<file path="src/rtl/iomem_dbg_master.sv">
// Byte-stream debug initiator: 'W'/'R' command frames become single 32-bit iomem transactions.
// Define IOMEM_DBG_TIMEOUT_EN to build the BUS watchdog (answers 'T' after TIMEOUT cycles).
module iomem_dbg_master #(
  parameter int TIMEOUT = 255
) (
  input  logic        clk,
  input  logic        resetn,
  input  logic        rx_valid,
  output logic        rx_ready,
  input  logic [7:0]  rx_data,
  output logic        tx_valid,
  input  logic        tx_ready,
  output logic [7:0]  tx_data,
  output logic        iomem_valid,
  input  logic        iomem_ready,
  output logic [3:0]  iomem_wstrb,
  output logic [31:0] iomem_addr,
  output logic [31:0] iomem_wdata,
  input  logic [31:0] iomem_rdata,
  output logic        busy
);
  typedef enum logic [2:0] {IDLE, ADDR, WDATA, BUS, RESP} state_t;

  state_t      state, state_d;
  logic [1:0]  byte_cnt, byte_cnt_d;
  logic        is_write, is_write_d;
  logic [31:0] addr_d, wdata_d;
  logic [31:0] resp, resp_d;
  logic [2:0]  resp_cnt, resp_cnt_d;
  logic        rx_fire, tx_fire, expired;

  assign rx_fire = rx_valid && rx_ready;
  assign tx_fire = tx_valid && tx_ready;
  assign tx_data = resp[7:0];

`ifdef IOMEM_DBG_TIMEOUT_EN
  logic [15:0] wdog;

  // Counts completed BUS cycles; zero on the first BUS cycle.
  always_ff @(posedge clk) begin
    if (!resetn || state != BUS) wdog <= '0;
    else                         wdog <= wdog + 16'd1;
  end

  assign expired = (wdog == 16'(TIMEOUT - 1));
`else
  // No watchdog in this build; the parameter stays for a uniform interface.
  localparam int unused_timeout = TIMEOUT;
  assign expired = 1'b0;
`endif

  always_comb begin
    state_d    = state;
    byte_cnt_d = byte_cnt;
    is_write_d = is_write;
    addr_d     = iomem_addr;
    wdata_d    = iomem_wdata;
    resp_d     = resp;
    resp_cnt_d = resp_cnt;
    case (state)
      IDLE: if (rx_fire) begin
        if (rx_data == 8'h57 || rx_data == 8'h52) begin
          is_write_d = (rx_data == 8'h57);
          byte_cnt_d = '0;
          state_d    = ADDR;
        end else begin
          resp_d     = 32'h0000_003F;
          resp_cnt_d = 3'd1;
          state_d    = RESP;
        end
      end
      ADDR: if (rx_fire) begin
        addr_d     = {rx_data, iomem_addr[31:8]};
        byte_cnt_d = byte_cnt + 2'd1;
        if (byte_cnt == 2'd3) state_d = is_write ? WDATA : BUS;
      end
      WDATA: if (rx_fire) begin
        wdata_d    = {rx_data, iomem_wdata[31:8]};
        byte_cnt_d = byte_cnt + 2'd1;
        if (byte_cnt == 2'd3) state_d = BUS;
      end
      BUS: begin
        // A completion in the expiry cycle still counts as a normal completion.
        if (iomem_valid && iomem_ready) begin
          resp_d     = is_write ? 32'h0000_004B : iomem_rdata;
          resp_cnt_d = is_write ? 3'd1 : 3'd4;
          state_d    = RESP;
        end else if (expired) begin
          resp_d     = 32'h0000_0054;
          resp_cnt_d = 3'd1;
          state_d    = RESP;
        end
      end
      RESP: if (tx_fire) begin
        resp_d     = {8'h00, resp[31:8]};
        resp_cnt_d = resp_cnt - 3'd1;
        if (resp_cnt == 3'd1) state_d = IDLE;
      end
      default: state_d = IDLE;
    endcase
  end

  always_ff @(posedge clk) begin
    if (!resetn) begin
      state       <= IDLE;
      byte_cnt    <= '0;
      is_write    <= 1'b0;
      iomem_addr  <= '0;
      iomem_wdata <= '0;
      resp        <= '0;
      resp_cnt    <= '0;
      rx_ready    <= 1'b0;
      tx_valid    <= 1'b0;
      iomem_valid <= 1'b0;
      iomem_wstrb <= 4'h0;
      busy        <= 1'b0;
    end else begin
      state       <= state_d;
      byte_cnt    <= byte_cnt_d;
      is_write    <= is_write_d;
      iomem_addr  <= addr_d;
      iomem_wdata <= wdata_d;
      resp        <= resp_d;
      resp_cnt    <= resp_cnt_d;
      // Handshake outputs are decoded from the next state so they stay registered.
      rx_ready    <= (state_d == IDLE) || (state_d == ADDR) || (state_d == WDATA);
      tx_valid    <= (state_d == RESP);
      iomem_valid <= (state_d == BUS);
      iomem_wstrb <= (state_d == BUS && is_write_d) ? 4'hF : 4'h0;
      busy        <= (state_d != IDLE);
    end
  end
endmodule
</file>
<file path="config.mk">
export PLATFORM = sky130hd
export DESIGN_NAME = iomem_dbg_master
export DESIGN_NICKNAME = d
export VERILOG_FILES = /design/src/rtl/iomem_dbg_master.sv
export SDC_FILE = /design/constraint.sdc
export NUM_CORES = 1
export LEC_CHECK = 0
export CORE_MARGIN = 3
export CORE_UTILIZATION = 50
export CTS_CLUSTER_DIAMETER = 100
export CTS_CLUSTER_SIZE = 10
export DETAILED_ROUTE_END_ITERATION = 10
export GPL_TIMING_DRIVEN = 0
export PLACE_DENSITY = 0.82
export SLEW_MARGIN = 30
export SYNTH_ARGS = -nofsm -noshare
export SYNTH_HDL_FRONTEND = slang
export SYNTH_SLANG_ARGS = --single-unit
</file>
<file path="constraint.sdc">
create_clock -name clk -period 2.9 [get_ports clk]
set_input_delay 0.58 -clock clk [delete_from_list [all_inputs] [get_ports clk]]
set_output_delay 0.58 -clock clk [all_outputs]
set_load 0.01 [all_outputs]
</file>
Word-level counts from Yosys, hierarchy flattened
Cells that the tools add are included.
{ "totals": {"input_bits": 45, "register_bits": 113, "romBits": 0, "mem_bits_rw": 0, "mem_count": 0, "latch_bits": 0} }
{ "op_classes": {"multipliers": 0, "eq_ne": 18, "div_mod_pow": 0, "mux": 31, "magnitude_cmp": 0, "shifts": 0, "reduce_logical": 17, "n_bitwise": 0, "n_addsub": 2} }
{ "ops": {"columns": ["cell", "count"], "rows": [
  ["$mux 32", 5],
  ["$pmux 32 s3", 1],
  ["$mux 3", 14],
  ["$eq 8x7->1 const B", 2],
  ["$pmux 3 s5", 1],
  ["$eq 3x2->1 const B", 4],
  ["$ne 2x2->1 const B", 5],
  ["$eq 3x1->1 const B", 3],
  ["$pmux 3 s3", 1],
  ["$eq 3x3->1 const B", 2],
  ["$logic_not 3->1", 2],
  ["$mux 2", 3],
  ["$reduce_bool 3->1", 2],
  ["$reduce_and 5->1", 1],
  ["$logic_and 1x1->1", 4],
  ["$mux 1", 4],
  ["$mux 4", 1],
  ["$pmux 2 s2", 1],
  ["$reduce_and 2->1", 2],
  ["$reduce_and 4->1", 1],
  ["$logic_or 1x1->1", 3],
  ["$sub 3x1->3 const B", 1],
  ["$add 2x1->2 const B", 1],
  ["$eq 2x2->1 const B", 1],
  ["other kinds (3)", 3]
]} }

Longest topological paths before layout
Gate-level depths: netlist of run 1.
{ "logic_depth": {"ltp_word": 8, "ltp_mapped": 8} }

Worst setup path after synthesis of run 1
OpenSTA, ideal clock, no wires.
{ "synth_timing": {"kind": "input -> register", "startpoint": "input rx_data[5]", "endpoint": "register resp[10]", "arrival_ns": 1.668, "setup_ns": 0.122, "path_buffers": 2, "path_slack_ns": 1.110, "path_stages": 7, "cell_sequence": "and4bb_2 > a31oi_1 > o211ai_2 > buf_6 > buf_12 > a221oi_2 > nor3b_2"} }
{ "synth_between": {"elab_chain_len": 4, "elab_cells_between_ends": 5, "classes_between": "3 x eq/ne; 2 x reduce/logical"} }
{ "synth_lines": {"columns": ["item", "line", "source"], "rows": [
  ["start, declared", "10", "input logic [7:0] rx_data,"],
  ["$eq 8x7->1", "62", "if (rx_data == 8'h57 || rx_data == 8'h52) begin"],
  ["$logic_or 1x1->1 *", "62", null],
  ["$ne 2x2->1 (no line) *", null, null],
  ["$reduce_and 5->1 (no line) *", null, null],
  ["end signal, assigned", "123", "resp <= resp_d;"],
  ["end, declared", "28", "logic [31:0] resp, resp_d;"]
]} }
Mark *: on every way between the ends. The rest lies on a longest branch, timed or not.
A chain may end at the register's enable or synchronous reset.

Final worst setup path of run 1
{ "layout_timing": {"startpoint": "input rx_valid", "endpoint": "register resp[11]"} }
{ "layout_between": {"elab_chain_len": 3} }
{ "layout_lines": {"columns": ["item", "line", "source"], "rows": [
  ["start, declared", "8", "input logic rx_valid,"],
  ["$logic_and 1x1->1", "32", "assign rx_fire = rx_valid && rx_ready;"],
  ["$ne 2x2->1 (no line)", null, null],
  ["$reduce_and 5->1 (no line)", null, null]
]} }
No other way between the ends.

==> results of run 1 <==
==> cell usage after synthesis (6+ instances only) <==
| master | number | area share [%] |
|---|---|---|
| nand2_1 | 140 | 11 |
| dfxtp_1 | 110 | 46 |
| a21boi_0 | 34 | 5.4 |
| a21boi_1 | 31 | 4.9 |
| nand3_1 | 27 | 2.8 |
| clkbuf_1 | 25 | 2.0 |
| nor2_1 | 22 | 1.7 |
| o21ai_0 | 21 | 2.2 |
| buf_4 | 18 | 2.8 |
| a221oi_2 | 10 | 3.2 |
| nor3b_1 | 10 | 1.6 |
| nor3b_2 | 10 | 2.6 |
| a221oi_1 | 7 | 1.3 |
| buf_2 | 7 | 0.74 |
| nor2b_1 | 6 | 0.79 |
| o221ai_1 | 6 | 1.1 |
==> tightest hold or removal path, delay by kind of cell (launching register included) <==
kind,cells,cell delay (ns)
simple gates,1,0.05
flops,1,0.32
compound gates,1,0.05
==> path summary, 6_finish.rpt <==
check / cells past startpoint / startpoint / to
worst max-delay path: 8 / rx_valid / resp[11]
worst min-delay path: 2 / iomem_addr[0] / iomem_addr[0]
worst max register to register: 7 / rx_ready / resp[11]
worst min register to register: 2 / iomem_addr[0] / iomem_addr[0]
==> per-layer routing <==
metal,part of all wire (%),global-route usage [%]
met2,49,40.4
met1,43,30.6
met3,6.7,4.09
met4,1.4,8.47
met5,0,0
==> layout make-up <==
class | instances | area share (%)
multi-input cells | 371 | 35.1
flip-flops and latches | 110 | 34.7
repair buffers | 123 | 19.4
plain buffers | 54 | 4.88
well taps | 126 | 2.48
clock buffers | 11 | 2.07
clock inverters | 5 | 1.28
inverters | 2 | 0.118
==> layout by cell type (no fill, tap or decap), types with 18 or more instances in the layout <==
cell type | netlist | routed
dfxtp_1 | 110 | 110
nand2_1 | 140 | 140
nand3_1 | 27 | 27
a21boi_1 | 31 | 31
clkbuf_1 | 25 | 27
clkdlybuf4s50_1 | 0 | 123
a21boi_0 | 34 | 34
buf_4 | 18 | 18
nor2_1 | 22 | 22
o21ai_0 | 21 | 21
==> through the flow <==
step / utilization, % / cells / setup slack (ns)
global placement: 68.4 / 786 / 0.390
floorplan: - / 537 / 1.11
CTS: 70.8 / 802 / 0.759
finish: 70.8 / 802 / 0.711
global route: 70.8 / 802 / 0.591
detailed placement: 68.4 / 786 / 0.385
==> power groups by stage <==
stage / Sequential [uW] / Clock, uW / Combinational (uW)
2_1_floorplan: 1620 / 0 / 253
3_3_place_gp: 1620 / 0 / 406
3_5_place_dp: 1630 / 0 / 414
4_1_cts: 1590 / 1010 / 419
5_1_grt: 1600 / 1070 / 453
6_report: 1590 / 995 / 420
==> state kept, by name (all words and copies together), names as in the netlist, 2 cells and up <==
| register | flops |
|---|---|
| byte_cnt | 2 |
| iomem_wdata | 32 |
| state | 3 |
| resp_cnt | 3 |
| resp | 32 |
| iomem_addr | 32 |
==> kinds of logic (layout without fill, tap and decap cells) <==
kind of cell	Yosys count	after routing	share of synthesized area (%)
simple gates	238	238	24.3
compound gates	129	129	21.7
buf+inv	56	195	6.69
flops	110	110	46.3
xor+xnor	1	1	0.184
fa+ha+maj	3	3	0.790
==> out/results.txt, run 1 <==
Status -> finished clean
Clock Skew -> 0.00982 ns
Library cells used by synthesis -> 48
Worst slew pin tran -> 0.521 ns
Post-synth EDFFs -> 0
CP max stage delay -> 0.52 ns
Gr ovfl total -> 0
Total CTS buffers -> 9
Cell Area, Synth -> 4750 um^2
First-pass GRT wire length -> 20.2 mm
Post-route minimum period -> 2.19 ns
Wire per inst -> 15.8 um
Largest net degree at the start of global routing -> 18
Pleak -> 0.00219 uW
Part of the power in registers -> 53.0%
Worst-Skew Late Latency -> 0.36 ns
Critical path required time -> 3.15 ns
Hold slack final -> 0.459 ns
Crit Path Class -> in -> reg
Dpl hpwl -> 9.68 mm
#FFs+latches synth -> 110
Setup bufs post-CTS -> 0
Hold Crit Class -> reg -> reg
Worst setup SP type -> input port
Design Power -> 3010 uW
Chip Height -> 103 um
Design area -> 6350 um^2
Vias in the first global route -> 4171
Warnings from Yosys -> 0
RSZ-0062 raised after global routing -> false
RePlAce Congestion -> 0.867
Post-DRT Antenna Nets -> 0
Ant diodes -> 0
Die X -> 103 um
Endpoints failing hold -> 0
Peak supply drop -> 0.297 mV
# IOs -> 125
Clk pwr share -> 33.1%
Drt first pass iters -> 5
Layout area overhead -> 33.7%
Layout cells sized above 1 -> 10.7%
Maximum root-to-sink buffer count -> 2
Worst rel slew slack -> 65.3%
Sw Pwr -> 741 uW
Iter 0 DRT Violations -> 164
Critical-path cell list -> clkdlybuf4s50_1 -> nand2_1 -> a31oi_1 -> o211ai_2 -> buf_6 -> buf_12 -> a221oi_2 -> nor3b_2
Via density -> 5.43
Port bufs -> 123
Site row count -> 34
TritonCTS clock tree -> built
Flop-to-flop setup slack -> 1.03 ns
Net Count, Synth -> 585
Commonest register cell after synthesis -> dfxtp_1
Setup TNS -> 0 ns
Final #Nets -> 719
Bufs and invs on worst path -> 3
Avg Cell Area, Syn -> 8.85 um^2
Initial Util -> 52.9%
P_int -> 2270 uW
Clock sinks -> 110
DRC Markers -> 0
FILL cells -> 697
PwrDens -> 474 nW/um^2
Final setup vio count -> 0
Worst Setup End Kind -> flip-flop
Period utilisation layout -> 75.5%
Antenna violations before repair -> 0
Placed cell areas -> 6140 um^2
Total number of vias -> 4356
Critical-path top delay cell -> clkdlybuf4s50_1
# resized after CTS -> 0
Storage cell area -> 2200 um^2
Ys async rst share -> 0%
Multi-input logic area -> 2230 um^2
Hold_buf cts -> 0
Total core area -> 8980 um^2
Comb pwr share -> 14.0%
Sw Share -> 24.6%
Sequential element share of the synthesized area -> 46.3%
Max Clock Freq -> 457 MHz
Fin. max-slew vios -> 0
H-tree levels -> 3
Max-cap viol count -> 0
CP top delay family -> buffers and inverters
CTS root buffer -> clkbuf_8
Routed wire length -> 12.6 mm
Crit-path max FO -> 10
Post-Syn Instances -> 537
Worst-path clk slew -> 0.10 ns
Total track usage -> 23.9%
Crit path DAT -> 2.44 ns
Die area -> 10700 um^2
No activity file was read; power rests on OpenSTA's default activity.
==> run 2, diff against run 1 <==
- CORE_UTILIZATION: 50 -> 49
- PLACE_DENSITY: 0.82 -> 0.8
- clock period: 2.9 -> 2.3 ns (I/O delays scaled with it)
==> out/results.txt, run 2 (synthesized netlist as in run 1, its figures left out) <==
Worst slew pin tran -> 0.503 ns (-0.0182 ns)
Total core area -> 9330 um^2 (+3.9%)
Worst-Skew Late Latency -> 0.37 ns (about the same)
Die X -> 104 um (+0.96%)
RePlAce Congestion -> 0.878 (+1.3%)
DR top layer -> met4
Routed wire length -> 12.4 mm (-1.6%)
Clock Skew -> 0.0125 ns (+0.00271 ns)
Critical path required time -> 2.55 ns (-0.60 ns)
Hold depth -> 2 (unchanged)
Gr ovfl total -> 0 (unchanged)
DRC Markers -> 0 (unchanged)
Pleak -> 0.00218 uW (-0.47%)
Worst Setup End Kind -> flip-flop
H-tree levels -> 3 (unchanged)
Part of the power in registers -> 54.2% (+1.2 points)
# resized after CTS -> 0 (unchanged)
RSZ-0062 raised after global routing -> false
Final setup vio count -> 0 (unchanged)
Sw Share -> 25.9% (+1.3 points)
Status -> finished clean
Max Clock Freq -> 476 MHz
Comb pwr share -> 14.2% (+0.2 points)
Flop-to-flop setup slack -> 0.39 ns (-0.64 ns)
Drt first pass iters -> 7 (+2)
Endpoints failing hold -> 0 (unchanged)
Site row count -> 35 (+2.9%)
Most frequent cells in the layout -> nand2_1 (140), clkdlybuf4s50_1 (123), dfxtp_1 (110)
Layout cells sized above 1 -> 10.8% (+0.16 points)
Period utilisation layout -> 91.4%
Post-DRT Antenna Nets -> 0 (unchanged)
Worst rel slew slack -> 66.5% (+1.2 points)
Largest net degree at the start of global routing -> 19 (+1)
Post-route minimum period -> 2.10 ns
Initial Util -> 50.9% (-2.0 points)
PwrDens -> 585 nW/um^2 (+24%)
Max-cap viol count -> 0 (unchanged)
Total CTS buffers -> 9 (unchanged)
Maximum root-to-sink buffer count -> 2 (unchanged)
Iter 0 DRT Violations -> 228 (+39%)
Crit path DAT -> 2.35 ns (-0.09 ns)
# IOs -> 125 (unchanged)
Port bufs -> 123 (unchanged)
Final #Nets -> 719 (unchanged)
Fin. max-slew vios -> 0 (unchanged)
Total track usage -> 23.0% (-0.89 points)
Hold path endpoint -> iomem_addr[2]
DRT met1 WL -> 5.64 mm (+2.8%)
CTS root buffer -> clkbuf_8
First-pass GRT wire length -> 20.5 mm (+1.3%)
Clk pwr share -> 31.6% (-1.5 points)
Dpl hpwl -> 9.51 mm (-1.7%)
Fin cells -> 804 (+0.25%)
Sw Pwr -> 960 uW (+30%)
P_int -> 2750 uW (+21%)
Fin util -> 68.0% (-2.8 points)
Hold_buf cts -> 0 (unchanged)
HP Start -> iomem_addr[2]
Hold Crit Class -> reg -> reg
Vias in the first global route -> 4208 (+0.89%)
Die area -> 10900 um^2 (+1.9%)
Hold slack final -> 0.466 ns (+0.00702 ns)
Worst-path clk slew -> 0.10 ns (about the same)
Routed wl met3 -> 582 um (-31%)
Ant diodes -> 0 (unchanged)
Crit Path Class -> in -> reg
Setup bufs post-CTS -> 0 (unchanged)
Layout area overhead -> 33.4%
Biggest registers after layout -> iomem_addr: 32 flops, iomem_wdata: 32 flops, resp: 32 flops
Total number of vias -> 4262 (-2.2%)
Placed insts -> 789 (+0.38%)
Peak supply drop -> 0.307 mV (+3.5%)
Crit-path max FO -> 10 (unchanged)
Worst setup SP type -> input port
Antenna violations before repair -> 0 (unchanged)
Wire per inst -> 15.5 um (-1.8%)
TritonCTS clock tree -> built
FF-to-FF path depth -> 6 (-1)
Met2 WL post-DR -> 5.95 mm (-3.0%)
Commonest non-fill, non-tap cell in the layout -> nand2_1
Via density -> 5.30 (-2.4%)
Chip Height -> 104 um (+0.96%)
Clock sinks -> 110 (unchanged)
R2R Path End -> resp[21]
Reg2reg start -> rx_ready
==> run 2: cell count changes in the layout (fill, tap and decap cells not counted), sizes merged <==
cell	previous run	this run
clkinvlp	1	2
bufinv	2	1
inv	3	4
clkbuf	36	34
==> run 2: routing by layer <==
layer / GRT usage (%) / vias to the layer above
li1: - / 2107
met1: 29.5 / 2008
met2: 38.3 / 121
met3: 4.28 / 26
met4: 8.83 / 0
met5: 0 / -
==> run 2: layout make-up <==
class / instances / area [um^2]
timing repair buffer: 123 / 1230
tap: 129 / 161
sequential: 110 / 2200
inverter: 2 / 7.51
fill: 750 / 2990
buffer: 54 / 310
clock inverter: 6 / 70.1
clock buffer: 9 / 124
multi-input combinational: 371 / 2230
==> run 2: through the flow <==
step / setup WS (ns) / instance area, um^2 / power, uW / TNS, ns
after floorplan: 0.630 / 4750 / 2360 / 0
after global placement: -0.130 / 6140 / 2560 / -1.29
after detailed placement: -0.126 / 6140 / 2570 / -1.75
after CTS: 0.269 / 6340 / 3730 / 0
after global routing: 0.120 / 6340 / 3850 / 0
final: 0.197 / 6340 / 3710 / 0
==> run 2: worst max-delay path: stages <==
cell and delay, ns:
clkdlybuf4s50_1 0.53, nand2_1 0.22, a31oi_1 0.34, o211ai_2 0.13
buf_6 0.17, a221oi_1 0.38, nor3b_1 0.10
==> run 2: how the worst max path moves through the flow <==
stage | start | endpoint | slack (ns) | cells past startpoint
after floorplan | rx_data[5] | resp[10] | 0.63 | 7
after global placement | rx_data[5] | resp[12] | -0.13 | 8
after detailed placement | rx_data[5] | resp[21] | -0.13 | 7
after CTS | rx_data[3] | resp[9] | 0.27 | 8
after global routing | rx_valid | iomem_addr[6] | 0.12 | 6
final | rx_valid | resp[21] | 0.20 | 7
==> run 2: power groups by stage <==
stage          Clock, uW  Combinational (uW)  Sequential, uW
2_1_floorplan          0                 319            2040
3_3_place_gp           0                 513            2050
3_5_place_dp           0                 524            2050
4_1_cts             1190                 529            2010
5_1_grt             1260                 571            2020
6_report            1170                 528            2010
